File: src/rtl/pipe_flush_pkg.sv
// Shared definitions for the front-end flush controller: FSM encoding and
// the per-event stage masks (sized for the widest legal pipeline, sliced by users).
package pipe_flush_pkg;

    localparam int MAX_NSTAGE = 8;

    typedef logic [MAX_NSTAGE-1:0] stage_mask_t;

    typedef enum logic [1:0] {
        ST_IDLE  = 2'd0,
        ST_HOLD  = 2'd1,
        ST_DRAIN = 2'd2
    } flush_state_e;

    // A jump only needs to kill the instruction fetched behind it.
    function automatic stage_mask_t jump_mask();
        return 8'h01;
    endfunction

    // Branch/JR resolve in ID, so both IF and ID are squashed.
    function automatic stage_mask_t branch_mask();
        return 8'h03;
    endfunction

    function automatic stage_mask_t all_ones(input int unsigned n);
        stage_mask_t m;
        m = 8'hFF >> (MAX_NSTAGE - n);
        return m;
    endfunction

endpackage

File: src/rtl/pipe_flush_ctrl_if.sv
// Event, control-bundle and status signals between the pipeline and the flush controller.
interface pipe_flush_ctrl_if #(
    parameter int NSTAGE = 2,
    parameter int CTRLW  = 10,
    parameter int CNTW   = 16
);
    logic              stall;
    logic              jump;
    logic              bne;
    logic              jr;
    logic              exc;
    logic              cnt_clr;
    logic [CTRLW-1:0]  ctrl_in;
    logic [CTRLW-1:0]  ctrl_out;
    logic [NSTAGE-1:0] stage_flush;
    logic              busy;
    logic [CNTW-1:0]   flush_count;

    modport master (
        output stall, jump, bne, jr, exc, cnt_clr, ctrl_in,
        input  ctrl_out, stage_flush, busy, flush_count
    );

    modport slave (
        input  stall, jump, bne, jr, exc, cnt_clr, ctrl_in,
        output ctrl_out, stage_flush, busy, flush_count
    );
endinterface

File: src/rtl/pipe_flush_ctrl_sat_counter.sv
// Saturating up-counter with a clear that takes priority over the increment.
module sat_counter #(
    parameter int W = 16
) (
    input  logic         clk,
    input  logic         reset,
    input  logic         clr,
    input  logic         inc,
    output logic [W-1:0] q
);

    // Count register: clear wins, then increment until all-ones is reached.
    always_ff @(posedge clk) begin
        if (reset) begin
            q <= {W{1'b0}};
        end else if (clr) begin
            q <= {W{1'b0}};
        end else if (inc && (q != {W{1'b1}})) begin
            q <= q + {{(W-1){1'b0}}, 1'b1};
        end else begin
            q <= q;
        end
    end

endmodule

File: src/rtl/pipe_flush_ctrl.sv
// Front-end squash controller: turns jump/branch/exception events into per-stage
// flush strobes, deferring them across stalls and stretching exceptions over EXC_CYC cycles.
module pipe_flush_ctrl
    import pipe_flush_pkg::*;
#(
    parameter int NSTAGE  = 2,
    parameter int CTRLW   = 10,
    parameter int EXC_CYC = 2,
    parameter int CNTW    = 16
) (
    input  logic             clk,
    input  logic             reset,
    pipe_flush_ctrl_if.slave bus
);

    localparam stage_mask_t JM_FULL  = jump_mask();
    localparam stage_mask_t BM_FULL  = branch_mask();
    localparam stage_mask_t ALL_FULL = all_ones(NSTAGE);
    localparam logic [NSTAGE-1:0] JMASK   = JM_FULL[NSTAGE-1:0];
    localparam logic [NSTAGE-1:0] BMASK   = BM_FULL[NSTAGE-1:0];
    localparam logic [NSTAGE-1:0] ALLMASK = ALL_FULL[NSTAGE-1:0];
    localparam logic [3:0]        DRAIN_LOAD = 4'(EXC_CYC - 1);
    localparam bit                USE_DRAIN  = (EXC_CYC > 1);

    flush_state_e      state_r;
    logic [NSTAGE-1:0] pend_mask_r;
    logic              pend_exc_r;
    logic [3:0]        drain_cnt_r;

    logic [NSTAGE-1:0] event_mask_s;
    logic [NSTAGE-1:0] active_mask_s;
    logic [NSTAGE-1:0] stage_flush_s;
    logic [CTRLW-1:0]  ctrl_out_s;
    logic [CNTW-1:0]   count_s;

    // Event decode and flush strobe; zero-latency so the squash lands on the same edge.
    always_comb begin
        event_mask_s  = {NSTAGE{1'b0}};
        active_mask_s = {NSTAGE{1'b0}};
        stage_flush_s = {NSTAGE{1'b0}};
        ctrl_out_s    = bus.ctrl_in;
        if (bus.jump) begin
            event_mask_s = event_mask_s | JMASK;
        end else begin
            event_mask_s = event_mask_s;
        end
        if (bus.bne || bus.jr) begin
            event_mask_s = event_mask_s | BMASK;
        end else begin
            event_mask_s = event_mask_s;
        end
        if (bus.exc) begin
            event_mask_s = ALLMASK;
        end else begin
            event_mask_s = event_mask_s;
        end
        case (state_r)
            ST_IDLE:  active_mask_s = {NSTAGE{1'b0}};
            ST_HOLD:  active_mask_s = pend_mask_r;
            ST_DRAIN: active_mask_s = ALLMASK;
            default:  active_mask_s = {NSTAGE{1'b0}};
        endcase
        if (reset || bus.stall) begin
            stage_flush_s = {NSTAGE{1'b0}};
        end else begin
            stage_flush_s = event_mask_s | active_mask_s;
        end
        if (reset || stage_flush_s[1]) begin
            ctrl_out_s = {CTRLW{1'b0}};
        end else begin
            ctrl_out_s = bus.ctrl_in;
        end
    end

    // Flush sequencer: park masked events in HOLD across stalls, count exception drain cycles.
    always_ff @(posedge clk) begin
        if (reset) begin
            state_r     <= ST_IDLE;
            pend_mask_r <= {NSTAGE{1'b0}};
            pend_exc_r  <= 1'b0;
            drain_cnt_r <= 4'd0;
        end else begin
            case (state_r)
                ST_IDLE: begin
                    if (bus.stall && (event_mask_s != {NSTAGE{1'b0}})) begin
                        state_r     <= ST_HOLD;
                        pend_mask_r <= event_mask_s;
                        pend_exc_r  <= bus.exc;
                    end else if (!bus.stall && bus.exc && USE_DRAIN) begin
                        state_r     <= ST_DRAIN;
                        drain_cnt_r <= DRAIN_LOAD;
                    end else begin
                        state_r <= ST_IDLE;
                    end
                end
                ST_HOLD: begin
                    if (bus.stall) begin
                        pend_mask_r <= pend_mask_r | event_mask_s;
                        pend_exc_r  <= pend_exc_r | bus.exc;
                    end else begin
                        pend_mask_r <= {NSTAGE{1'b0}};
                        pend_exc_r  <= 1'b0;
                        if ((pend_exc_r || bus.exc) && USE_DRAIN) begin
                            state_r     <= ST_DRAIN;
                            drain_cnt_r <= DRAIN_LOAD;
                        end else begin
                            state_r <= ST_IDLE;
                        end
                    end
                end
                ST_DRAIN: begin
                    if (bus.stall) begin
                        drain_cnt_r <= drain_cnt_r;
                    end else if (bus.exc) begin
                        drain_cnt_r <= DRAIN_LOAD;
                    end else if (drain_cnt_r <= 4'd1) begin
                        drain_cnt_r <= 4'd0;
                        state_r     <= ST_IDLE;
                    end else begin
                        drain_cnt_r <= drain_cnt_r - 4'd1;
                    end
                end
                default: begin
                    state_r     <= ST_IDLE;
                    pend_mask_r <= {NSTAGE{1'b0}};
                    pend_exc_r  <= 1'b0;
                    drain_cnt_r <= 4'd0;
                end
            endcase
        end
    end

    sat_counter #(.W(CNTW)) u_flush_cnt (
        .clk   (clk),
        .reset (reset),
        .clr   (bus.cnt_clr),
        .inc   (stage_flush_s != {NSTAGE{1'b0}}),
        .q     (count_s)
    );

    assign bus.stage_flush = stage_flush_s;
    assign bus.ctrl_out    = ctrl_out_s;
    assign bus.busy        = (state_r != ST_IDLE);
    assign bus.flush_count = count_s;

endmodule

File: src/flat_wrapper.sv
// flat-port wrapper written by rule: the top's interface ports become plain ports
module pipe_flush_ctrl_flat import pipe_flush_pkg::*;
#(
    parameter int NSTAGE  = 2,
    parameter int CTRLW   = 10,
    parameter int EXC_CYC = 2,
    parameter int CNTW    = 16
)
  (clk, reset, bus_stall, bus_jump, bus_bne, bus_jr, bus_exc, bus_cnt_clr, bus_ctrl_in, bus_ctrl_out, bus_stage_flush, bus_busy, bus_flush_count);
  pipe_flush_ctrl_if #(.NSTAGE(NSTAGE), .CTRLW(CTRLW), .CNTW(CNTW)) bus_i ();
  input  logic clk;
  input  logic reset;
  input wire logic [$bits(bus_i.stall)-1:0] bus_stall;
  input wire logic [$bits(bus_i.jump)-1:0] bus_jump;
  input wire logic [$bits(bus_i.bne)-1:0] bus_bne;
  input wire logic [$bits(bus_i.jr)-1:0] bus_jr;
  input wire logic [$bits(bus_i.exc)-1:0] bus_exc;
  input wire logic [$bits(bus_i.cnt_clr)-1:0] bus_cnt_clr;
  input wire logic [$bits(bus_i.ctrl_in)-1:0] bus_ctrl_in;
  output wire logic [$bits(bus_i.ctrl_out)-1:0] bus_ctrl_out;
  output wire logic [$bits(bus_i.stage_flush)-1:0] bus_stage_flush;
  output wire logic [$bits(bus_i.busy)-1:0] bus_busy;
  output wire logic [$bits(bus_i.flush_count)-1:0] bus_flush_count;
  assign bus_i.stall = bus_stall;
  assign bus_i.jump = bus_jump;
  assign bus_i.bne = bus_bne;
  assign bus_i.jr = bus_jr;
  assign bus_i.exc = bus_exc;
  assign bus_i.cnt_clr = bus_cnt_clr;
  assign bus_i.ctrl_in = bus_ctrl_in;
  assign bus_ctrl_out = bus_i.ctrl_out;
  assign bus_stage_flush = bus_i.stage_flush;
  assign bus_busy = bus_i.busy;
  assign bus_flush_count = bus_i.flush_count;
  pipe_flush_ctrl #(.NSTAGE(NSTAGE), .CTRLW(CTRLW), .EXC_CYC(EXC_CYC), .CNTW(CNTW)) u_core (.clk(clk), .reset(reset), .bus(bus_i));
endmodule
File: config.mk
export PLATFORM = sky130hd
export DESIGN_NAME = pipe_flush_ctrl_flat
export DESIGN_NICKNAME = d
export VERILOG_FILES = /design/src/rtl/pipe_flush_pkg.sv /design/src/rtl/pipe_flush_ctrl_if.sv /design/src/rtl/pipe_flush_ctrl_sat_counter.sv /design/src/rtl/pipe_flush_ctrl.sv /design/src/flat_wrapper.sv
export SDC_FILE = /design/constraint.sdc
export NUM_CORES = 1
export LEC_CHECK = 0
export ABC_AREA = 1
export BUFFER_PORTS_ARGS = -buffer_cell sky130_fd_sc_hd__buf_2
export CAP_MARGIN = 20
export CORE_MARGIN = 1.5
export CORE_UTILIZATION = 33
export CTS_CLUSTER_DIAMETER = 60
export DETAILED_ROUTE_END_ITERATION = 6
export PLACE_DENSITY = 0.57
export SYNTH_ARGS = -nofsm -noshare
export SYNTH_HDL_FRONTEND = slang
export SYNTH_SLANG_ARGS = --single-unit
File: constraint.sdc
create_clock -name clk -period 2.19 [get_ports clk]
set_input_delay 0 -clock clk [delete_from_list [all_inputs] [get_ports clk]]
set_output_delay 0 -clock clk [all_outputs]
set_load 0.05 [all_outputs]
==> results.yml, run 1 <==
critical_path:
  start_kind: "register"
  cp-startpoint: "u_core.state_r[0]"
  worst_ep_required_time_ps: 2360
  reg2regPathDepth: 12
  critPathCaptureType: "register"
  timing.rr.start: "u_core.state_r[0]"
  worstSetupPathType: "reg2reg"
  rrSetupSlack_ps: 280
  r2r_end: "u_core.u_flush_cnt.q[1]"
  cp.arrival_ps: 2090
  path_max_fanout: 17
die:
  die_w_microns: 75.2
  die_h_microns: 75.2
  initial_utilization_pct: 33.9
  num_rows: 26
  die_area_sq_um: 5660
  ios: 47
  core_area_sq_um: 5070
route:
  vias: 1825
  drtIter0Drc: 115
  drtPass1Iterations: 4
  routed_wl_microns: 4280
  postRouteAntennaNets: 0
  drc: 0
  route.detailed.wl_per_inst_microns: 10.8
  avgViaCountPerCell: 4.60
synthesis:
  synth_area_leaders: "dfxtp_1 (29%), nand2_1 (17%), nor2_1 (9.4%)"
  ys_ff_latch: 25
  postSynthAreaPerCell_sq_um: 6.24
  synth_xor_area_share_pct: 4.07
  synth_top_area_share_pct: 29.1
  synth_warnings: 0
  synth_top_family_by_area: "simple AND/OR/NAND/NOR gates"
  synthAdderAreaFrac_pct: 5.09
  synth_top_cell_by_area: "dfxtp_1"
  muxShareOfSynthArea_pct: 0
  yosys.cell_types.count: 24
  ys_seq_area_share_pct: 29.1
  synth_compound_area_share_pct: 13.2
  syn_nets: 301
  syn_area_sq_um: 1720
  synthCells: 276
  synthSimpleGateAreaFrac_pct: 38.7
place:
  pre_cts_slack_ps: 299
  port_buffers: 46
  place_hpwl_microns: 3220
  gp_congestion: 0.875
final_layout:
  antenna_cells: 0
  seq_area_sq_um: 500
  final_util_pct: 41.6
  fillers: 547
  layout_commonest_cell: "nand2_1"
  drive_gt1_share_pct: 22.3
  nets: 353
  multi_input_area_sq_um: 1050
  mostFrequentLayoutCells: "nand2_1 (76), nor2_1 (43), buf_2 (41)"
  area_growth_pct: 22.7
sta:
  fin_skew_ps: 5.46
  fin_tns_setup_ps: 0
  slew_headroom_pct: 57.5
  final-setup-viol-count: 0
  hold_viol: 0
  rsz0062_at_grt: "no"
  fmax_mhz: 522
  slew_violations: 0
  setup_ws_ps: 275
  finalCritPeriodShare_pct: 87.4
  worstMarginPinSlew_ps: 637
  timing.hold.ws_ps: 44.0
  fin_crit_ps: 1910
worst_hold_path:
  hold_end: "u_core.u_flush_cnt.q[1]"
  worstHoldStart: "bus_cnt_clr"
  hp-class: "in2reg"
  worstHoldPathCells: 4
global_routing:
  grt_pass1_wl_microns: 7160
  grt_usage_pct: 16.1
  grt_pass1_vias: 1640
  grt_max_degree: 18
  grt_antenna_before_repair: 0
  grt_overflow: 0
cts:
  insertion_delay_ps: 270
  clk_pin_slew_worst_paths_ps: 90
  clock-root-buffer: "clkbuf_8"
  clockBufferDepth: 2
  cts.sinks: 25
  cts-buffers-inserted: 3
  htreeDepth: 1
  cts_tree: "yes"
power_and_ir_drop:
  max-vdd-ir-drop_uv: 270
  power_density_nw_per_um2: 788
  p_total_w: 0.00166
  p_leak_nw: 0.972
flow_run:
  max_cap_viol_count: 0
run_status:
  status: "complete, no violations"
critical path: stages (launching register included):
cell and delay, ps:
dfxtp_1 370, inv_1 90, ha_1 230, inv_1 140, nand2_1 70, nand2_1 50
nand2_1 50, nand2_1 110, nand2_2 230, nand2_4 250, inv_1 80, nor2_1 90
nor2_1 50
Yosys cell counts:
library cell,count
nand4_1,5
a21oi_1,11
nand3_1,22
buf_6,1
a21oi_2,10
buf_4,1
xor2_1,3
nand2_4,1
nor2_1,43
inv_2,2
ha_1,7
nand2_1,77
xnor2_1,5
inv_1,36
nor2_2,2
nor3_2,1
dfxtp_1,25
nand2_2,1
o22ai_1,3
o21ai_0,13
buf_2,1
nand3_2,2
clkbuf_1,1
nor3_1,3
metrics by stage:
stage | cell area (sq um) | cells
final | 2110 | 397
after global routing | 2110 | 397
after CTS | 2100 | 397
after detailed placement | 2040 | 392
after global placement | 2040 | 392
after floorplan | 1720 | 276
power breakdown:
group	leakage [nW]	switching, W	internal, W
clock	0.0228	0.000154	0.000130
combinational	0.746	0.000528	0.000261
sequential	0.203	0.0000531	0.000538
cell families (layout without fill, tap and decap cells):
| kind of cell | count (synthesis) | after routing |
|---|---|---|
| xor gates and xnor gates | 8 | 8 |
| and+or+nand+nor | 157 | 157 |
| buffers and inverters | 42 | 93 |
| DFF | 25 | 25 |
| AOI/OAI and AO/OA | 37 | 37 |
| adders and majority gates | 7 | 7 |
area by class of cell:
type / instances / area share, %
Multi-Input combinational cell: 209 / 49.9
Tap cell: 70 / 4.15
Clock buffer: 4 / 2.13
Timing Repair Buffer: 51 / 13.4
Inverter: 38 / 6.75
Sequential cell: 25 / 23.7
layer usage:
layer | global-route usage (%) | share of wire (%)
met2 | 25.3 | 43
met3 | 2.28 | 4.9
met5 | 0 | 0
met4 | 4.96 | 1.1
met1 | 22.8 | 51
state kept, by name, indices dropped and copies added, names as in the netlist:
register,cells
u_core.u_flush_cnt.q,16
u_core.drain_cnt_r,4
u_core.pend_mask_r,2
u_core.state_r,2
u_core.pend_exc_r,1
timing repair:
item,in CTS,in global routing
gates resized for setup,0,6
endpoints found under the setup margin,0,9
buffers inserted,0,0
hold endpoints to repair,2,0
hold buffers,1,0
worst max-delay path by stage:
stage          depth (start not counted)                      end
2_1_floorplan                          8  u_core.u_flush_cnt.q[3]
3_3_place_gp                          12  u_core.u_flush_cnt.q[1]
3_5_place_dp                          12  u_core.u_flush_cnt.q[0]
4_1_cts                               10          bus_ctrl_out[1]
5_1_grt                               12  u_core.u_flush_cnt.q[1]
6_report                              12  u_core.u_flush_cnt.q[1]
Note: power is estimated with default switching activity, not from simulation.
==> run 2, diff against run 1 <==
--- a/config.mk
+++ b/config.mk
@@ -12,7 +12,7 @@
 export CORE_UTILIZATION = 33
 export CTS_CLUSTER_DIAMETER = 60
 export DETAILED_ROUTE_END_ITERATION = 6
-export PLACE_DENSITY = 0.57
+export PLACE_DENSITY = 0.54
 export SYNTH_ARGS = -nofsm -noshare
 export SYNTH_HDL_FRONTEND = slang
 export SYNTH_SLANG_ARGS = --single-unit
==> results.yml, run 2 (synthesized netlist as in run 1, its figures left out) <==
run_status:
  status: "complete, no violations"
critical_path:
  timing.rr.start: "u_core.state_r[0]"
  cp.arrival_ps: 2080
  worstSetupPathType: "reg2reg"
  critPathTopFamily: "simple AND/OR/NAND/NOR gates"
  crit_top_cell: "nand2_1"
  start_kind: "register"
  r2r_end: "u_core.u_flush_cnt.q[0]"
  crit_path_cell_trace: "inv_1 -> ha_1 -> inv_1 -> nand2_1 -> nand2_1 -> nand2_1 -> nand2_1 -> nand2_2 -> nand2_4 -> inv_1 -> nor2_1 -> nor2_1"
  cp.depth: 12
  critPathCaptureType: "register"
  worst_ep_required_time_ps: 2360
  path_max_fanout: 17
  cpMaxStageDelayCell: "dfxtp_1"
  cp_slowest_stage_delay_ps: 370
  reg2regPathDepth: 12
  timing.critical_path.buf_inv: 3
  rrSetupSlack_ps: 280
die:
  core_area_sq_um: 5070
  die_area_sq_um: 5660
  ios: 47
  die_h_microns: 75.2
  initial_utilization_pct: 33.9
  num_rows: 26
  die_w_microns: 75.2
worst_hold_path:
  hp-class: "in2reg"
  hold_end: "u_core.u_flush_cnt.q[1]"
  worstHoldStart: "bus_cnt_clr"
  worstHoldPathCells: 4
route:
  postRouteAntennaNets: 0
  avgViaCountPerCell: 4.45
  route.detailed.wl_per_inst_microns: 10.8
  routed_wl_microns: 4280
  drtPass1Iterations: 4
  drc: 0
  drtIter0Drc: 90
  vias: 1771
global_routing:
  grt_overflow: 0
  grt_antenna_before_repair: 0
  grt_usage_pct: 15.1
  grt_pass1_vias: 1456
  grt_max_degree: 18
  grt_pass1_wl_microns: 6740
final_layout:
  fillers: 586
  finalNonFillerCells: 398
  largest_reg_flops: 16
  regMostFlops: "u_core.u_flush_cnt.q"
  seq_area_sq_um: 500
  drive_gt1_share_pct: 22.6
  antenna_cells: 0
  layout_commonest_cell: "nand2_1"
  final_util_pct: 41.6
  reg_top3: "u_core.u_flush_cnt.q: 16 flops, u_core.drain_cnt_r: 4 flops"
  mostFrequentLayoutCells: "nand2_1 (76), buf_2 (44), nor2_1 (43)"
  multi_input_area_sq_um: 1050
  nets: 354
  area_growth_pct: 22.7
sta:
  worstMarginPinSlew_ps: 632
  finalCritPeriodShare_pct: 87.2
  slew_violations: 0
  fmax_mhz: 524
  final-setup-viol-count: 0
  rsz0062_at_grt: "no"
  fin_skew_ps: 5.45
  timing.hold.ws_ps: 28.4
  hold_viol: 0
  slew_headroom_pct: 57.8
  fin_tns_setup_ps: 0
  fin_crit_ps: 1910
power_and_ir_drop:
  p_leak_nw: 0.978
  power_density_nw_per_um2: 787
  max-vdd-ir-drop_uv: 377
flow_run:
  max_cap_viol_count: 0
place:
  dp.cells: 393
  port_buffers: 46
  place_hpwl_microns: 3260
  gp_congestion: 0.854
cts:
  cts-buffers-inserted: 3
  clockBufferDepth: 2
  htreeDepth: 1
  cts_tree: "yes"
  cts.sinks: 25
  insertion_delay_ps: 270
  clock-root-buffer: "clkbuf_8"
  clk_pin_slew_worst_paths_ps: 90
==> run 2: final cells by class <==
type                       count  share of cell area (%)
clock buffer                   4                    2.13
inverter                      38                    6.75
multi-input combinational    209                    49.9
sequential                    25                    23.7
tap                           70                    4.15
timing repair buffer          52                    13.4
==> run 2: worst register-to-register path: cells and delay by family (launching register included) <==
kind	cells	cell delay, ps
fa+ha+maj	1	240
simple gates	8	890
buf+inv	3	300
flops	1	370
==> run 2: worst max-delay path by stage <==
| stage | startpoint | end | slack [ps] |
|---|---|---|---|
| 6_report | u_core.state_r[0] | u_core.u_flush_cnt.q[0] | 280 |
| 3_5_place_dp | u_core.state_r[0] | u_core.u_flush_cnt.q[1] | 290 |
| 2_1_floorplan | u_core.u_flush_cnt.q[0] | u_core.u_flush_cnt.q[3] | 230 |
| 5_1_grt | u_core.state_r[1] | u_core.u_flush_cnt.q[1] | 40 |
| 3_3_place_gp | u_core.state_r[0] | u_core.u_flush_cnt.q[1] | 360 |
| 4_1_cts | u_core.state_r[0] | bus_ctrl_out[0] | 160 |
==> run 2: what timing repair did <==
| action | CTS | global route |
|---|---|---|
| buffers inserted | 0 | 0 |
| gates resized for setup | 0 | 3 |
| endpoints found under the hold margin | 2 | 0 |
| hold buffers | 1 | 0 |
| endpoints found under the setup margin | 0 | 10 |
==> run 2: layer usage <==
layer  track usage [%]  share of wire [%]  vias up
li1                  -                  -      981
met1              22.3                 55      747
met2              23.4                 40       39
met3              2.28                4.0        4
met4              2.98               0.77        0
met5                 0                  0        -
==> run 2: power breakdown <==
part           internal [W]  switching, W
combinational      0.000261      0.000528
sequential         0.000537     0.0000514
clock              0.000130      0.000153
total              0.000929      0.000732
==> run 2: metrics by stage <==
stage               total power [W]  cell area (sq um)  setup slack (ps)
floorplan                   0.00122               1720               231
global placement            0.00139               2050               359
detailed placement          0.00138               2050               294
CTS                         0.00167               2100               165
global route                0.00182               2110              35.1
finish                      0.00166               2110               280
==> run 3, diff against run 2 <==
--- a/config.mk
+++ b/config.mk
@@ -8,11 +8,13 @@
 export ABC_AREA = 1
 export BUFFER_PORTS_ARGS = -buffer_cell sky130_fd_sc_hd__buf_2
 export CAP_MARGIN = 20
+export CELL_PAD_IN_SITES_DETAIL_PLACEMENT = 1
+export CELL_PAD_IN_SITES_GLOBAL_PLACEMENT = 2
 export CORE_MARGIN = 1.5
-export CORE_UTILIZATION = 33
+export CORE_UTILIZATION = 27
 export CTS_CLUSTER_DIAMETER = 60
 export DETAILED_ROUTE_END_ITERATION = 6
-export PLACE_DENSITY = 0.54
+export PLACE_DENSITY = 0.79
 export SYNTH_ARGS = -nofsm -noshare
 export SYNTH_HDL_FRONTEND = slang
 export SYNTH_SLANG_ARGS = --single-unit
==> results.yml, run 3 (synthesized netlist as in run 1, its figures left out) <==
critical_path:
  cp.arrival_ps: 1970
  cpMaxStageDelayCell: "dfxtp_1"
  crit_top_cell: "nand2_1"
  path_max_fanout: 10
  timing.rr.start: "u_core.state_r[0]"
  cp_slowest_stage_delay_ps: 370
  worstSetupPathType: "reg2out"
  critPathCaptureType: "primary output"
  r2r_end: "u_core.u_flush_cnt.q[0]"
  reg2regPathDepth: 12
  crit_path_cell_trace: "inv_1 -> ha_1 -> inv_1 -> nand2_1 -> nand2_1 -> nand2_1 -> nand2_1 -> nand2_2 -> nor2_1 -> buf_2"
  start_kind: "register"
  rrSetupSlack_ps: 360
  worst_ep_required_time_ps: 2190
final_layout:
  largest_reg_flops: 16
  area_growth_pct: 22.2
  regMostFlops: "u_core.u_flush_cnt.q"
  antenna_cells: 0
  layout_commonest_cell: "nand2_1"
  nets: 352
  reg_top3: "u_core.u_flush_cnt.q: 16 flops, u_core.drain_cnt_r: 4 flops"
  drive_gt1_share_pct: 22.1
  mostFrequentLayoutCells: "nand2_1 (76), buf_2 (45), nor2_1 (43)"
sta:
  finalCritPeriodShare_pct: 90.1
  worstMarginPinSlew_ps: 675
  fin_skew_ps: 1.98
  fin_crit_ps: 1970
  slew_violations: 0
  timing.hold.ws_ps: 117
  slew_headroom_pct: 54.9
  fmax_mhz: 507
  hold_viol: 0
  final-setup-viol-count: 0
  fin_tns_setup_ps: 0
  rsz0062_at_grt: "no"
cts:
  cts-buffers-inserted: 3
  insertion_delay_ps: 280
  cts_tree: "yes"
  clockBufferDepth: 2
  clk_pin_slew_worst_paths_ps: 100
  htreeDepth: 1
  clock-root-buffer: "clkbuf_8"
  cts.sinks: 25
  post-cts-setup-buffers: 0
worst_hold_path:
  hp-class: "in2reg"
  worstHoldStart: "bus_jump"
  hold_end: "u_core.pend_mask_r[0]"
  worstHoldPathCells: 5
run_status:
  status: "complete, no violations"
route:
  route.detailed.wl_per_inst_microns: 12.5
  drtPass1Iterations: 4
  postRouteAntennaNets: 0
  drtIter0Drc: 68
  vias: 1878
  routed_wl_microns: 5010
  drc: 0
  avgViaCountPerCell: 4.68
power_and_ir_drop:
  max-vdd-ir-drop_uv: 432
  p_leak_nw: 0.968
  p_total_w: 0.00169
  power_density_nw_per_um2: 801
place:
  place_hpwl_microns: 3900
  gp_congestion: 0.748
  port_buffers: 46
die:
  num_rows: 28
  die_w_microns: 82.9
  die_h_microns: 82.9
  die_area_sq_um: 6860
  ios: 47
  initial_utilization_pct: 28.6
  core_area_sq_um: 6030
flow_run:
  max_cap_viol_count: 0
global_routing:
  grt_pass1_wl_microns: 8850
  grt_pass1_vias: 1913
  grt_overflow: 0
  grt_usage_pct: 15.2
  grt_max_degree: 18
  grt_antenna_before_repair: 0
-- run 3: where the power goes --
group | total [W] | internal [W] | switching (W)
clock network | 0.000291 | 0.000128 | 0.000163
registers | 0.000593 | 0.000537 | 0.0000552
logic | 0.000802 | 0.000263 | 0.000539
total | 0.00169 | 0.000928 | 0.000757
-- run 3: layout make-up --
class	instances	area, sq um
clock buffers	3	41.3
clock inverters	1	5.00
fillers	803	3920
inverters	38	143
multi-input cells	209	1050
flip-flops and latches	25	500
well taps	75	93.8
repair buffers	50	268
-- run 3: stage by stage --
stage	worst slack, ps	utilization [%]	instances	area [sq um]
final	218	34.9	401	2100
after global routing	5.21	34.9	401	2100
after CTS	81.0	34.8	401	2100
after detailed placement	371	33.7	395	2030
after global placement	388	33.7	395	2030
after floorplan	231	-	276	1720
-- run 3: per-layer routing --
metal	GRT usage, %	part of all wire [%]
met1	21.4	52
met2	24.4	43
met3	2.19	4.3
met4	3.64	0.94
met5	0	0
-- run 3: critical path, delay by kind of cell, from the launching register on --
kind | cells | cell delay [ps]
buffers and inverters | 3 | 510
DFF | 1 | 370
adders and majority gates | 1 | 240
and+or+nand+nor | 6 | 570
-- run 3: worst max path at each step --
stage | start | endpoint | slack (ps) | cells after the start
floorplan | u_core.u_flush_cnt.q[0] | u_core.u_flush_cnt.q[3] | 230 | 8
global placement | u_core.state_r[0] | u_core.u_flush_cnt.q[0] | 390 | 12
detailed placement | u_core.state_r[0] | u_core.u_flush_cnt.q[0] | 370 | 12
CTS | u_core.state_r[0] | bus_ctrl_out[2] | 80 | 10
global route | u_core.state_r[0] | bus_ctrl_out[2] | 5 | 10
finish | u_core.state_r[0] | bus_ctrl_out[2] | 220 | 10
-- run 3: repair_timing --
item | CTS | global route
gates resized for setup | 0 | 2
endpoints found under the hold margin | 4 | 0
hold buffers | 2 | 0
setup endpoints to repair | 0 | 10
